===== src/rtl/fetch_stage.sv =====
// Instruction-fetch front end: issues imem requests for pcF, fills the decode register,
// absorbs decode stalls with a one-entry skid buffer and squashes on decode flushes.
module fetch_stage #(
    parameter int              WIDTH = 32,
    parameter logic [WIDTH-1:0] NOP  = '0
) (
    input  logic             clk,
    input  logic             clr_n,
    input  logic [WIDTH-1:0] pcF,
    input  logic             stallD,
    input  logic             flushD,
    output logic             imem_req,
    output logic [WIDTH-1:0] imem_addr,
    input  logic             imem_ack,
    input  logic [WIDTH-1:0] imem_rdata,
    output logic [WIDTH-1:0] pcplus4F,
    output logic             stallF,
    output logic [WIDTH-1:0] instrD,
    output logic [WIDTH-1:0] pcplus4D,
    output logic             validD
);

    localparam logic [1:0] RUN  = 2'd0;
    localparam logic [1:0] HOLD = 2'd1;
    localparam logic [1:0] DROP = 2'd2;

    logic [1:0]       state_q, state_d;
    logic [WIDTH-1:0] instr_q, instr_d;
    logic [WIDTH-1:0] pc4_q, pc4_d;
    logic             valid_q, valid_d;
    logic [WIDTH-1:0] bufInstr_q, bufInstr_d;
    logic [WIDTH-1:0] bufPc4_q, bufPc4_d;
    logic [WIDTH-1:0] reqAddr_q, reqAddr_d;

    assign pcplus4F = pcF + WIDTH'(4);
    assign instrD   = instr_q;
    assign pcplus4D = pc4_q;
    assign validD   = valid_q;

    // DROP keeps presenting the abandoned address so the memory contract holds across a flush
    assign imem_req  = clr_n && (state_q == RUN || state_q == DROP);
    assign imem_addr = (state_q == DROP) ? reqAddr_q : pcF;

    always_comb begin
        stallF = 1'b1;
        if (clr_n) begin
            if (flushD)
                stallF = 1'b0;
            else if (state_q == RUN && imem_ack)
                stallF = 1'b0;
        end
    end

    always_comb begin
        state_d    = state_q;
        instr_d    = instr_q;
        pc4_d      = pc4_q;
        valid_d    = valid_q;
        bufInstr_d = bufInstr_q;
        bufPc4_d   = bufPc4_q;
        reqAddr_d  = reqAddr_q;

        unique case (state_q)
            RUN: begin
                if (flushD) begin
                    instr_d = NOP;
                    pc4_d   = '0;
                    valid_d = 1'b0;
                    if (!imem_ack) begin
                        reqAddr_d = pcF;
                        state_d   = DROP;
                    end
                end else if (imem_ack) begin
                    if (stallD) begin
                        bufInstr_d = imem_rdata;
                        bufPc4_d   = pcplus4F;
                        state_d    = HOLD;
                    end else begin
                        instr_d = imem_rdata;
                        pc4_d   = pcplus4F;
                        valid_d = 1'b1;
                    end
                end else if (!stallD) begin
                    instr_d = NOP;
                    pc4_d   = '0;
                    valid_d = 1'b0;
                end
            end
            HOLD: begin
                if (flushD) begin
                    instr_d    = NOP;
                    pc4_d      = '0;
                    valid_d    = 1'b0;
                    bufInstr_d = '0;
                    bufPc4_d   = '0;
                    state_d    = RUN;
                end else if (!stallD) begin
                    instr_d = bufInstr_q;
                    pc4_d   = bufPc4_q;
                    valid_d = 1'b1;
                    state_d = RUN;
                end
            end
            DROP: begin
                if (flushD || !stallD) begin
                    instr_d = NOP;
                    pc4_d   = '0;
                    valid_d = 1'b0;
                end
                if (imem_ack)
                    state_d = RUN;
            end
            default: state_d = RUN;
        endcase
    end

    always_ff @(posedge clk) begin
        if (!clr_n) begin
            state_q    <= RUN;
            instr_q    <= NOP;
            pc4_q      <= '0;
            valid_q    <= 1'b0;
            bufInstr_q <= '0;
            bufPc4_q   <= '0;
            reqAddr_q  <= '0;
        end else begin
            state_q    <= state_d;
            instr_q    <= instr_d;
            pc4_q      <= pc4_d;
            valid_q    <= valid_d;
            bufInstr_q <= bufInstr_d;
            bufPc4_q   <= bufPc4_d;
            reqAddr_q  <= reqAddr_d;
        end
    end

endmodule

===== config.mk =====
export PLATFORM = sky130hd
export DESIGN_NAME = fetch_stage
export DESIGN_NICKNAME = d
export VERILOG_FILES = /design/src/rtl/fetch_stage.sv
export SDC_FILE = /design/constraint.sdc
export NUM_CORES = 1
export LEC_CHECK = 0
export CAP_MARGIN = 20
export CORE_MARGIN = 2
export CORE_UTILIZATION = 40
export CTS_CLUSTER_SIZE = 20
export DETAILED_ROUTE_END_ITERATION = 12
export PLACE_DENSITY = 0.68
export SYNTH_ARGS = -nofsm -noshare
export SYNTH_HDL_FRONTEND = slang
export SYNTH_SLANG_ARGS = --single-unit

===== constraint.sdc =====
create_clock -name clk -period 9.4 [get_ports clk]
set_input_delay 2.82 -clock clk [delete_from_list [all_inputs] [get_ports clk]]
set_output_delay 2.82 -clock clk [all_outputs]
set_load 0.005 [all_outputs]

==> impl_metrics.json <==
{
  "clkLatencyLatePin_ns": 0.42,
  "grt_pass1_vias": 6553,
  "yosys_register_bits": 163,
  "area_growth_pct": 36.92,
  "reg2reg_from": "state_q[0]",
  "reg2reg_to": "pcplus4D[26]",
  "finish.utilization_pct": 55.87,
  "antenna_cells": 0,
  "routedWlPerCell_um": 17.43,
  "dieArea_mm2": 0.01942,
  "cts_resized": 0,
  "worst_setup_path_start_kind": "input pin",
  "power.total_mw": 1.777,
  "synthTopCellsByArea": "dfxtp_1 45%, nand2_1 6.7%, a21oi_1 6.1%, a221oi_1 6.0%, mux2_2 4.3%",
  "fmaxAchievable_mhz": 118.4,
  "grt_setup_unrepaired": "no",
  "maxCapViolations": 0,
  "pwr_density_cell_mw_per_mm2": 177.0,
  "nNetsFinal": 1117,
  "synth_commonest_cells": "163 x dfxtp_1, 130 x nand2_1, 89 x a21oi_1",
  "setup_slack_ns": 0.9543,
  "register_area_mm2": 0.003263,
  "fin_area_mm2": 0.01004,
  "synth_cell_type_count": 52,
  "start_util_pct": 40.80,
  "cts-htree-levels": 4,
  "ir_drop_uv": 127.3,
  "yosysTopAreaCell": "dfxtp_1",
  "via_count": 7094,
  "ys.warnings.count": 0,
  "ant_nets": 0,
  "wl_um": 22400,
  "synth_most_common_cell": "dfxtp_1",
  "ys_async_sr_fraction_pct": 0,
  "port_buffers": 199,
  "dpl.cell_count": 1253,
  "synth_top_area_share_pct": 44.52,
  "relSlewSlack_pct": 35.64,
  "cts_buffer_depth": 2,
  "cts_tree": "yes",
  "fp-row-count": 49,
  "r2r_slack_ns": 6.18,
  "cp.arrival_ns": 5.63,
  "finalNonFillerCells": 1285,
  "crit_type": "in2out",
  "remaining_drc_errors": 0,
  "hold_viol_final": 0,
  "multiInputGateArea_mm2": 0.003666,
  "viasPerCell": 5.521,
  "fill_cells": 1687,
  "place_congestion": 0.8764,
  "finalCritPeriodShare_pct": 89.85,
  "endpoint": "pcplus4F[18]",
  "critPathLaunch": "pcF[2]",
  "ys_seq_area_share_pct": 44.52,
  "p_leak_nw": 3.580,
  "grtUsageTotal_pct": 22.63,
  "cts_setup_buffers": 0,
  "synth_edf_count": 0,
  "ff2ff_path_depth": 8,
  "setup_violations": 0,
  "tightest_slew_ns": 0.9654,
  "syn_inst": 896,
  "antenna_found_initial": 0,
  "critPathCaptureType": "output pin",
  "core-area_mm2": 0.01796,
  "clk_pin_slew_ns": 0.06,
  "drt_iter0_markers": 455,
  "grt-ovfl-total": 0,
  "hold_buffers": 0,
  "cts_buffers": 17,
  "drive_above_1_share_pct": 8.712,
  "critPathRequiredTime_ns": 6.58,
  "die_x_um": 139.4,
  "finalCriticalPeriod_ns": 8.446,
  "dp_slack_ns": 0.9947,
  "grt_pass1_wl_um": 35600,
  "drv_slew": 0,
  "cts.sinks": 163,
  "avgSynthCellArea_um2": 8.180,
  "crit_fanout": 7,
  "finalClockSkew_ns": 0.006278,
  "dpl_cell_area_mm2": 0.009415,
  "hold_class": "reg2reg",
  "root_buffer": "clkbuf_16",
  "grt_max_degree": 82,
  "synthFlopType": "dfxtp_1",
  "drt_pass1_iterations": 5,
  "synth.cell_area_mm2": 0.007330,
  "syn_nets": 970,
  "hpwl_um": 15040,
  "outcome": "complete, no violations",
  "die_h_um": 139.4,
  "io_pins": 200,
  "setup-tns-final_ns": 0,
  "whs_ns": 0.4490
}
-- cell families after synthesis --
kind of cell	Yosys count	synth area share (%)
xor gates and xnor gates	23	2.748
muxes	29	4.438
adders and majority gates	5	0.8535
AOI/OAI and AO/OA	217	19.32
DFF	163	44.52
buffers and inverters	103	5.889
and+or+nand+nor	356	22.23
-- final cells by class --
class,instances,area share (%)
multi-input combinational,630,36.53
sequential,163,32.51
tap,229,2.855
timing repair buffer,212,21.18
clock buffer,17,4.239
clock inverter,15,1.945
inverter,19,0.7356
-- sequential cells by signal, summed over array words and instances (netlist names) --
register,cells
validD,1
reqAddr_q,32
bufPc4_q,32
state_q,2
instrD,32
pcplus4D,32
bufInstr_q,32
-- report_power, final --
part,internal [mW],switching [mW]
logic,0.150,0.146
registers,0.726,0.0182
clock network,0.427,0.309
-- how the worst min path moves through the flow --
stage,startpoint,end,cells after the start
6_report,bufInstr_q[12],bufInstr_q[12],2
3_5_place_dp,bufPc4_q[29],bufPc4_q[29],2
4_1_cts,bufInstr_q[12],bufInstr_q[12],2
2_1_floorplan,bufPc4_q[27],bufPc4_q[27],2
5_1_grt,bufInstr_q[11],bufInstr_q[11],2
3_3_place_gp,bufPc4_q[30],bufPc4_q[30],2
-- critical path: stages --
cell and delay, ns:
clkdlybuf4s50_1 0.63, ha_1 0.25, and3_1 0.27, nand4_1 0.29
or3_1 0.47, xnor2_1 0.31, clkdlybuf4s50_1 0.57
-- cells in the final DEF (no fill, tap or decap), types with 8 or more instances in the layout --
cell type        count
a22oi_1              9
nand4_1             12
a32o_1               8
nand3_1             52
a221oi_1            50
nand2_1            130
inv_1               18
o21ai_0             37
nor4_1              12
mux2_2              28
nor3_1              44
dfxtp_1            163
nor2_1              74
xnor2_1             16
clkdlybuf4s50_1    199
a21oi_1             89
clkbuf_16           17
buf_4               10
-- metal layers --
layer  track usage, %  part of all wire (%)  routed length [um]
met5                0                     0                   0
met4            8.293                   2.5                 549
met3            5.437                   5.8                1305
met1            31.45                    47               10450
met2            34.24                    45               10090
(Power assumes the default switching activity.)
